--- src/rtl/multi_barrel_shifter_mux.sv ---
// Barrel rotator: 2**N-bit word rotated left or right by 0..2**N-1 positions,
// built from cascaded 2:1 mux stages, with a registered output.
module multi_barrel_shifter_mux #(
    parameter int unsigned N = 3
) (
    input  logic           clk,
    input  logic           reset,
    input  logic [2**N-1:0] a,
    input  logic [N-1:0]   amt,
    input  logic           lr,
    output logic [2**N-1:0] y
);

    localparam int unsigned W = 2**N;

    // Stage k output of each rotator; index 0 is the raw input word.
    logic [W-1:0] rr_c [0:N];
    logic [W-1:0] rl_c [0:N];
    logic [W-1:0] sel_c;

    assign rr_c[0] = a;
    assign rl_c[0] = a;

    // Each stage conditionally rotates by 2**k; bit indices wrap modulo W.
    for (genvar k = 0; k < N; k++) begin : g_stage
        localparam int unsigned SH = 2**k;
        for (genvar i = 0; i < W; i++) begin : g_bit
            localparam int unsigned IR = (i + SH) % W;
            localparam int unsigned IL = (i + W - SH) % W;
            assign rr_c[k+1][i] = amt[k] ? rr_c[k][IR] : rr_c[k][i];
            assign rl_c[k+1][i] = amt[k] ? rl_c[k][IL] : rl_c[k][i];
        end
    end

    // Direction select: lr=1 takes the left rotator.
    assign sel_c = lr ? rl_c[N] : rr_c[N];

    // Output register with synchronous clear.
    always_ff @(posedge clk) begin
        if (reset) begin
            y <= '0;
        end else begin
            y <= sel_c;
        end
    end

endmodule

--- config.mk ---
export PLATFORM = sky130hd
export DESIGN_NAME = multi_barrel_shifter_mux
export DESIGN_NICKNAME = d
export VERILOG_FILES = /design/src/rtl/multi_barrel_shifter_mux.sv
export SDC_FILE = /design/constraint.sdc
export NUM_CORES = 1
export LEC_CHECK = 0
export CORE_AREA = 2 2 39 41
export CTS_CLUSTER_DIAMETER = 50
export DETAILED_ROUTE_END_ITERATION = 10
export DIE_AREA = 0 0 41 43
export DONT_BUFFER_PORTS = 1
export MAX_ROUTING_LAYER = met4
export PLACE_DENSITY_LB_ADDON = 0.15
export SLEW_MARGIN = 25
export SYNTH_ARGS = -nofsm -noshare
export SYNTH_HDL_FRONTEND = slang
export SYNTH_SLANG_ARGS = --single-unit
--- constraint.sdc ---
create_clock -name clk -period 1.7 [get_ports clk]
set_input_delay 0.255 -clock clk [delete_from_list [all_inputs] [get_ports clk]]
set_output_delay 0.255 -clock clk [all_outputs]
set_load 0.01 [all_outputs]
# Yosys cells after proc, flatten, opt, wreduce, memory -nomap -nowiden
# Cells that the tools add are included.
[op_classes] bitwise=0 addsub=0 mul=0 n_reduce_logical=0 magnitude_cmp=0 shifts=0 n_mux=49 n_eq_ne=0 div_mod_pow=0
[ops] cell="$mux 1" count=48
[ops] cell="$mux 8" count=1
[totals] in_bits=14 ram_bits=0 mem_count=0 out_inout_bits=8 latchBits=0 mem_bits_ro=0 reg_bits=8

# Depth between registers and ports, before layout
# Gate-level depths: netlist of the first run.
[depth] depth_word=4 depth_mapped=6

# Worst setup path before layout of the first run
# OpenSTA, ideal clock, no wires.
[synth_timing] kind="input -> register" startpoint="in amt[1]" endpoint="reg y[0]" stages=6 arrival_time_ns=0.981 path_slack_ns=0.589 setup_time_ns=0.130 t_required_ns=1.570 cell_sequence="buf_6 -> buf_12 -> mux2i_1 -> a22oi_1 -> nand2_1 -> o22ai_1"
[synth_via] elab_chain_len=3
[synth_lines] element="from (decl)" line_no="9" source="input logic [N-1:0] amt,"
[synth_lines] element="$mux 1 (on tied branches) (2 in a row)" line_no="30, 31"
[synth_lines] element="$mux 8 (*)" line_no="36" source="assign sel_c = lr ? rl_c[N] : rr_c[N];"
[synth_lines] element="to (signal assigned)" line_no="43" source="y <= sel_c;"
[synth_lines] element="to (decl)" line_no="11" source="output logic [2**N-1:0] y"
# Every way passes the cells marked *; elsewhere a longest branch is shown, timed or not.
# A chain may end at the register's enable or synchronous reset.

# Final worst setup path of the first run
[layout_timing] startpoint="in amt[0]" endpoint="reg y[5]"
[layout_via] elab_chain_len=4
[layout_lines] element="$mux 1 (on tied branches) (3 in a row)" line_no="30, 31"
[layout_lines] element="$mux 8 (*)" line_no="36"
# Marked as above.

==> insert_results.sql, run 1 <==
INSERT INTO impl_metrics (metric_group, metric, value, unit) VALUES
('power_and_ir_drop', 'cellLeakagePower', '0.263', 'nW'),
('timing', 'maxSlewHeadroom', '0.650', ''),
('run_status', 'status', 'finished, final reports clean', ''),
('worst_setup_path', 'worstPathMaxFanout', '8', ''),
('timing', 'finalCriticalPeriod', '0.974', 'ns'),
('cells_and_area', 'largest_register_ff_count', '8', ''),
('cts', 'cts_sinks', '8', ''),
('synthesis', 'synth.net_count', '83', ''),
('synthesis', 'yosysTopAreaCell', 'sky130_fd_sc_hd__dfxtp_1', ''),
('detailed_routing', 'finalWirelength', '1.21', 'mm'),
('cells_and_area', 'insertedDiodeCount', '0', ''),
('timing', 'tightest_slew', '0.524', 'ns'),
('cts', 'cts_setup_buffers', '0', ''),
('detailed_routing', 'route.detailed.drc', '0', ''),
('cts', 'cts_resized', '0', ''),
('power_and_ir_drop', 'power_internal', '338', 'µW'),
('grt', 'gr-total-overflow', '0', ''),
('grt', 'grt_first_pass_wirelength', '1.79', 'mm'),
('timing', 'fmax', '1030', 'MHz'),
('placed_design', 'buffer_ports.inserted', '0', ''),
('synthesis', 'synth.lib_cells_used.distinct', '14', ''),
('cts', 'clock_tree_from_tritoncts', 'done', ''),
('grt', 'antenna_found_initial', '0', ''),
('synthesis', 'synth_seq_area_share', '0.264', ''),
('detailed_routing', 'initial_drt_markers', '29', ''),
('floorplanning', 'core-area', '1380', 'µm²'),
('power_and_ir_drop', 'power.combinational.fraction', '0.230', ''),
('timing', 'setup_total_negative_slack', '0', 'ns'),
('timing', 'worst_hold_slack', '0.307', 'ns'),
('timing', 'final_hold_viol_count', '0', ''),
('worst_setup_path', 'worst_path_max_delay_cell', 'sky130_fd_sc_hd__nor2b_1', ''),
('cells_and_area', 'finalNetCount', '81', ''),
('floorplanning', 'num_rows', '14', ''),
('power_and_ir_drop', 'cellPowerDensity', '781', 'nW/µm²'),
('cts', 'ctsRootBufferMaster', 'sky130_fd_sc_hd__clkbuf_4', ''),
('power_and_ir_drop', 'clock_power_share', '0.287', ''),
('cells_and_area', 'top_reg_by_flops', 'y', ''),
('synthesis', 'edff_count_synth', '0', ''),
('flow_run', 'drv.max_cap_violation_count', '0', ''),
('placed_design', 'place_worst_setup_slack', '0.492', 'ns'),
('detailed_routing', 'route.antenna.remaining_nets', '0', ''),
('power_and_ir_drop', 'power.ir.vdd_worst', '0.000497', 'V'),
('floorplanning', 'design.die.area', '1760', 'µm²'),
('cells_and_area', 'utilization', '0.432', ''),
('worst_setup_path', 'critPathArrivalTime', '1.10', 'ns'),
('synthesis', 'async_reset_ff_frac', '0', ''),
('worst_setup_path', 'cp.required', '1.82', 'ns'),
('synthesis', 'synth_area_leaders', 'sky130_fd_sc_hd__dfxtp_1, sky130_fd_sc_hd__mux2i_1, sky130_fd_sc_hd__a22oi_1, sky130_fd_sc_hd__o22ai_1, sky130_fd_sc_hd__nand2_1', ''),
('worst_setup_path', 'cell_breakdown_of_the_critical_path', 'nor2b_1, a22oi_1, nand2_1, o22ai_1', ''),
('cells_and_area', 'registers_with_the_most_flip_flops', 'y (8)', ''),
('floorplanning', 'initial_core_util', '0.438', ''),
('floorplanning', 'die-width', '41', 'µm'),
('detailed_routing', 'post_drt_via_cell_ratio', '6.43', ''),
('power_and_ir_drop', 'p_sw', '129', 'µW'),
('cts', 'cts-hold-fix-buffers', '0', ''),
('timing', 'timing.final.max_slew_violations', '0', ''),
('detailed_routing', 'vias', '521', ''),
('power_and_ir_drop', 'p_seq_frac', '0.482', ''),
('power_and_ir_drop', 'switching_share', '0.275', ''),
('worst_setup_path', 'setup.worst_path.end_class', 'flip-flop', ''),
('synthesis', 'synthesis.area_per_instance', '8.78', 'µm²'),
('cts', 'clock_path_buffers', '2', ''),
('timing', 'setup_ws', '0.726', 'ns'),
('floorplanning', 'fp.dieH', '43', 'µm'),
('detailed_routing', 'firstDrtPassIters', '4', ''),
('cells_and_area', 'layout-drive-gt1-share', '0.0615', ''),
('worst_setup_path', 'setup.worst_path.class', 'input pin to flip-flop', ''),
('timing', 'grt_setup_unrepaired', 'false', ''),
('floorplanning', 'num_io_pins', '22', ''),
('worst_setup_path', 'buffering_stage_count_on_the_worst_path_with_inverters_included', '0', ''),
('synthesis', 'synth.top_cell.area_share', '0.264', '');
==> area by class of cell <==
cell class | instances | area [µm²]
sequential | 8 | 160
tap | 16 | 20.0
fill | 136 | 786
clock buffer | 3 | 22.5
multi-input combinational | 54 | 395
==> layout by cell type (no fill, tap or decap) <==
cell / synthesis / layout
sky130_fd_sc_hd__dfxtp_1: 8 / 8
sky130_fd_sc_hd__a22oi_1: 16 / 16
sky130_fd_sc_hd__nand2_1: 8 / 8
sky130_fd_sc_hd__clkbuf_4: 0 / 3
sky130_fd_sc_hd__nor2b_1: 2 / 2
sky130_fd_sc_hd__and2_0: 1 / 1
sky130_fd_sc_hd__nand2b_1: 1 / 1
sky130_fd_sc_hd__o22ai_1: 8 / 8
sky130_fd_sc_hd__or2_2: 1 / 1
sky130_fd_sc_hd__nor2_1: 1 / 1
sky130_fd_sc_hd__mux2i_1: 16 / 16
==> layer usage <==
| layer | vias to the layer above | track usage | routed length (µm) |
|---|---|---|---|
| met1 | 231 | 0.181 | 514 |
| li1 | 260 | - | - |
| met4 | 0 | 0.0467 | 19 |
| met5 | - | - | 0 |
| met3 | 4 | 0.105 | 144 |
| met2 | 26 | 0.209 | 533 |
==> kinds of logic (layout without fill, tap and decap cells) <==
group	count (synthesis)	in the layout	share of synthesized area
and+or+nand+nor	14	14	0.107
DFF	8	8	0.264
AOI/OAI and AO/OA	24	24	0.281
muxes	16	16	0.264
buffers and inverters	7	3	0.0826
==> path summary, 6_finish.rpt <==
path	slack, ns	to	cells past startpoint	from
max	0.73	y[5]$_SDFF_PP0_	4	amt[0]
min	0.31	y[5]$_SDFF_PP0_	2	reset
==> through the flow <==
| stage | cell area [µm²] | instances | total power [mW] |
|---|---|---|---|
| after floorplan | 606 | 69 | 0.335 |
| after global placement | 576 | 78 | 0.337 |
| after detailed placement | 576 | 78 | 0.335 |
| after CTS | 598 | 81 | 0.474 |
| after global routing | 598 | 81 | 0.501 |
| final | 598 | 81 | 0.467 |
==> power by group through the flow <==
stage	combinational [mW]	clock, mW	sequential [mW]
after CTS	0.106	0.143	0.225
final	0.107	0.134	0.225
after floorplan	0.107	0	0.228
after global routing	0.119	0.155	0.227
after global placement	0.107	0	0.229
after detailed placement	0.106	0	0.229
(Power assumes the default switching activity.)
==> run 2, diff against run 1 <==
--- a/config.mk
+++ b/config.mk
@@ -5,10 +5,11 @@
 export SDC_FILE = /design/constraint.sdc
 export NUM_CORES = 1
 export LEC_CHECK = 0
-export CORE_AREA = 2 2 39 41
+export ABC_AREA = 1
+export CORE_MARGIN = 2
+export CORE_UTILIZATION = 55
 export CTS_CLUSTER_DIAMETER = 50
 export DETAILED_ROUTE_END_ITERATION = 10
-export DIE_AREA = 0 0 41 43
 export DONT_BUFFER_PORTS = 1
 export MAX_ROUTING_LAYER = met4
 export PLACE_DENSITY_LB_ADDON = 0.15
==> constraint.sdc (replaced) <==
create_clock -name clk -period 0.8 [get_ports clk]
set_input_delay 0.12 -clock clk [delete_from_list [all_inputs] [get_ports clk]]
set_output_delay 0.12 -clock clk [all_outputs]
set_load 0.01 [all_outputs]
==> run 2 against run 1 <==
  * The run now ends with negative hold slack left
  * Synthesized cell count grew 100%
  * Sequential share of layout area shrank 9.0 points
  * Die area grew 14%
  * Count of clock-buffer cells in the layout is the same
  * First-iteration DRC count is the same
  * Routed wire length grew 74%
  * Design area grew 50%
  * Worst hold slack lost 0.38 ns
  * Non-clock buffer count is the same
  * Area after synthesis grew 52%
  * Core utilization grew 15 points
  * Sequential cell count is the same
  * Critical endpoint is now y[0]
  * Largest power group unchanged
==> insert_results.sql, run 2 <==
INSERT INTO impl_metrics (metric_group, metric, value, unit) VALUES
('run_status', 'status', 'finished, violations left', ''),
('run_status', 'violations', 'negative hold slack', ''),
('floorplanning', 'num_rows', '14', ''),
('worst_setup_path', 'cp.required', '0.68', 'ns'),
('cells_and_area', 'most_frequent_standard_cell_in_the_layout_excluding_fill_and_tap_cells', 'sky130_fd_sc_hd__nand3_1', ''),
('synthesis', 'synth_seq_area_share', '0.174', ''),
('synthesis', 'async_reset_ff_frac', '0', ''),
('worst_hold_path', 'worst_case_hold_path_end_point', 'y[2]$_SDFF_PP0_', ''),
('cells_and_area', 'finalNetCount', '151', ''),
('grt', 'via_count_of_the_first_global_routing_pass', '865', ''),
('synthesis', 'edff_count_synth', '0', ''),
('detailed_routing', 'route.detailed.drc', '0', ''),
('placed_design', 'dp_hpwl', '1.62', 'mm'),
('synthesis', 'yosysTopAreaCell', 'sky130_fd_sc_hd__nand3_1', ''),
('power_and_ir_drop', 'cellPowerDensity', '1290', 'nW/µm²'),
('flow_run', 'drv.max_cap_violation_count', '0', ''),
('floorplanning', 'design.die.area', '2020', 'µm²'),
('grt', 'grt_first_pass_wirelength', '3.48', 'mm'),
('grt', 'pin_count_of_the_biggest_net_entering_global_routing', '18', ''),
('floorplanning', 'die-width', '44.9', 'µm'),
('floorplanning', 'num_io_pins', '22', ''),
('synthesis', 'synth_warn', '0', ''),
('placed_design', 'finalWeightedCongestion', '0.810', ''),
('synthesis', 'postSynthRegisterBits', '8', ''),
('floorplanning', 'initial_core_util', '0.597', ''),
('cells_and_area', 'largest_register_ff_count', '8', ''),
('cts', 'cts.clk_slew.worst_paths', '0.05', 'ns'),
('cells_and_area', 'layout-drive-gt1-share', '0.296', ''),
('worst_hold_path', 'min_delay_path_depth', '1', ''),
('cells_and_area', 'finalNonFillerCells', '151', ''),
('timing', 'finalCriticalPeriod', '0.725', 'ns'),
('synthesis', 'synthesis.area_per_instance', '6.53', 'µm²'),
('synthesis', 'synth_area', '921', 'µm²'),
('worst_setup_path', 'critPathArrivalTime', '0.61', 'ns'),
('grt', 'gr-total-overflow', '0', ''),
('cts', 'cts_resized', '0', ''),
('cts', 'depth_of_the_cts_h_tree', '1', ''),
('detailed_routing', 'vias', '962', ''),
('synthesis', 'synth.lib_cells_used.distinct', '15', ''),
('grt', 'gr-usage-all-layers', '0.241', ''),
('synthesis', 'synth.net_count', '155', ''),
('cells_and_area', 'registers_with_the_most_flip_flops', 'y (8)', ''),
('worst_hold_path', 'worstHoldStart', 'reset', ''),
('detailed_routing', 'route.antenna.remaining_nets', '0', ''),
('detailed_routing', 'post_drt_via_cell_ratio', '6.37', ''),
('timing', 'tightest_slew', '0.262', 'ns'),
('worst_setup_path', 'setup.worst_path.end_class', 'primary output', ''),
('detailed_routing', 'finalWirelength', '2.11', 'mm'),
('synthesis', 'synthFlopType', 'sky130_fd_sc_hd__dfxtp_1', ''),
('cts', 'cts_setup_buffers', '0', ''),
('detailed_routing', 'route.detailed.wl_per_inst', '14.0', 'µm'),
('cells_and_area', 'top_reg_by_flops', 'y', ''),
('cells_and_area', 'insertedDiodeCount', '0', ''),
('synthesis', 'post-synth-top-count-cell', 'sky130_fd_sc_hd__nand3_1', ''),
('detailed_routing', 'firstDrtPassIters', '4', ''),
('worst_setup_path', 'cp-start-kind', 'flip-flop', ''),
('cells_and_area', 'synthToLayoutAreaGrowth', '-2.45', '%'),
('synthesis', 'postSynthCellCount', '141', ''),
('detailed_routing', 'initial_drt_markers', '29', ''),
('synthesis', 'synth.top_cell.area_share', '0.293', ''),
('worst_setup_path', 'setup.worst_path.class', 'flip-flop to primary output', ''),
('synthesis', 'cell_types_with_the_highest_counts_after_synthesis', 'sky130_fd_sc_hd__nand3_1, sky130_fd_sc_hd__nand2_1, sky130_fd_sc_hd__nand2_2', ''),
('placed_design', 'place.detailed.instances', '148', ''),
('timing', 'finalSetupViolCount', '0', ''),
('timing', 'fmax', '1380', 'MHz'),
('cts', 'cts_sinks', '8', ''),
('timing', 'grt_setup_unrepaired', 'false', ''),
('worst_setup_path', 'worstPathMaxFanout', '1', ''),
('cells_and_area', 'layout.cells.most_common_list', 'sky130_fd_sc_hd__nand3_1, sky130_fd_sc_hd__nand2_1, sky130_fd_sc_hd__nand2_2, sky130_fd_sc_hd__nand3_2', ''),
('cts', 'clock_path_buffers', '2', ''),
('timing', 'worst_hold_slack', '-0.0759', 'ns'),
('power_and_ir_drop', 'power.ir.vdd_worst', '0.00115', 'V'),
('worst_hold_path', 'hold_removal_path_class', 'input pin to flip-flop', ''),
('timing', 'final_hold_viol_count', '8', ''),
('cts', 'clock_tree_from_tritoncts', 'done', ''),
('placed_design', 'buffer_ports.inserted', '0', ''),
('floorplanning', 'fp.dieH', '44.9', 'µm'),
('grt', 'antenna_found_initial', '0', ''),
('power_and_ir_drop', 'cellLeakagePower', '0.416', 'nW'),
('cts', 'cts_buffers', '3', ''),
('timing', 'post-route-period-util', '0.907', ''),
('synthesis', 'synth_area_leaders', 'sky130_fd_sc_hd__nand3_1, sky130_fd_sc_hd__dfxtp_1, sky130_fd_sc_hd__nand2_1, sky130_fd_sc_hd__nand3_2, sky130_fd_sc_hd__nand2_2', ''),
('timing', 'timing.final.max_slew_violations', '0', ''),
('timing', 'maxSlewHeadroom', '0.825', ''),
('cts', 'ctsRootBufferMaster', 'sky130_fd_sc_hd__clkbuf_4', ''),
('power_and_ir_drop', 'total_power', '1.16', 'mW'),
('floorplanning', 'core-area', '1540', 'µm²');
## run 2: cell types whose count changed in the layout (fill, tap and decap cells not counted), sizes merged
cell    delta
a21oi      +8
a22oi     -16
and2       -1
inv        +4
mux2i     -16
nand2     +40
nand2b     -1
nand3     +64
nor2       -1
nor2b      -2
o22ai      -8
or2        -1
## run 2: kinds of logic (layout without fill, tap and decap cells)
group                  Yosys count  in the layout  share of synthesized area
and+or+nand+nor                112            112                      0.636
buffers and inverters           13              7                      0.114
AOI/OAI and AO/OA                8              8                     0.0761
DFF                              8              8                      0.174
## run 2: layer usage
layer / share of wire / vias to the layer above / GRT usage
li1: - / 472 / -
met1: 0.41 / 452 / 0.269
met2: 0.52 / 34 / 0.406
met3: 0.056 / 4 / 0.0920
met4: 0.0099 / 0 / 0.0529
met5: 0 / - / -
## run 2: area by class of cell
cell class | count | area, µm²
fill | 155 | 643
multi-input combinational | 120 | 666
inverter | 4 | 30.0
sequential | 8 | 160
tap | 16 | 20.0
clock buffer | 3 | 22.5
## run 2: worst max path at each step
| stage | endpoint | cells after the start | start |
|---|---|---|---|
| CTS | y[4] | 0 | y[4]$_SDFF_PP0_ |
| finish | y[0] | 0 | y[0]$_SDFF_PP0_ |
| global route | y[7] | 0 | y[7]$_SDFF_PP0_ |
| global placement | y[0]$_SDFF_PP0_ | 7 | amt[0] |
| detailed placement | y[1]$_SDFF_PP0_ | 7 | amt[0] |
| floorplan | y[6]$_SDFF_PP0_ | 8 | amt[1] |
## run 2: power by group
part | switching, mW | leakage, nW | internal (mW)
combinational | 0.244 | 0.336 | 0.153
clock | 0.128 | 0.0138 | 0.171
sequential | 0.0279 | 0.0663 | 0.434
total | 0.399 | 0.416 | 0.758
## run 2: stage by stage
stage,worst slack (ns),TNS [ns],instance area (µm²),hold slack [ns],utilization
final,0.0748,0,898,-0.0759,0.583
after CTS,0.0636,0,898,-0.0849,0.583
after detailed placement,0.0150,0,876,0.184,0.568
after global placement,0.0361,0,876,0.184,0.568
after global routing,0.0406,0,898,-0.0974,0.583
after floorplan,-0.0452,-0.335,962,0.393,-
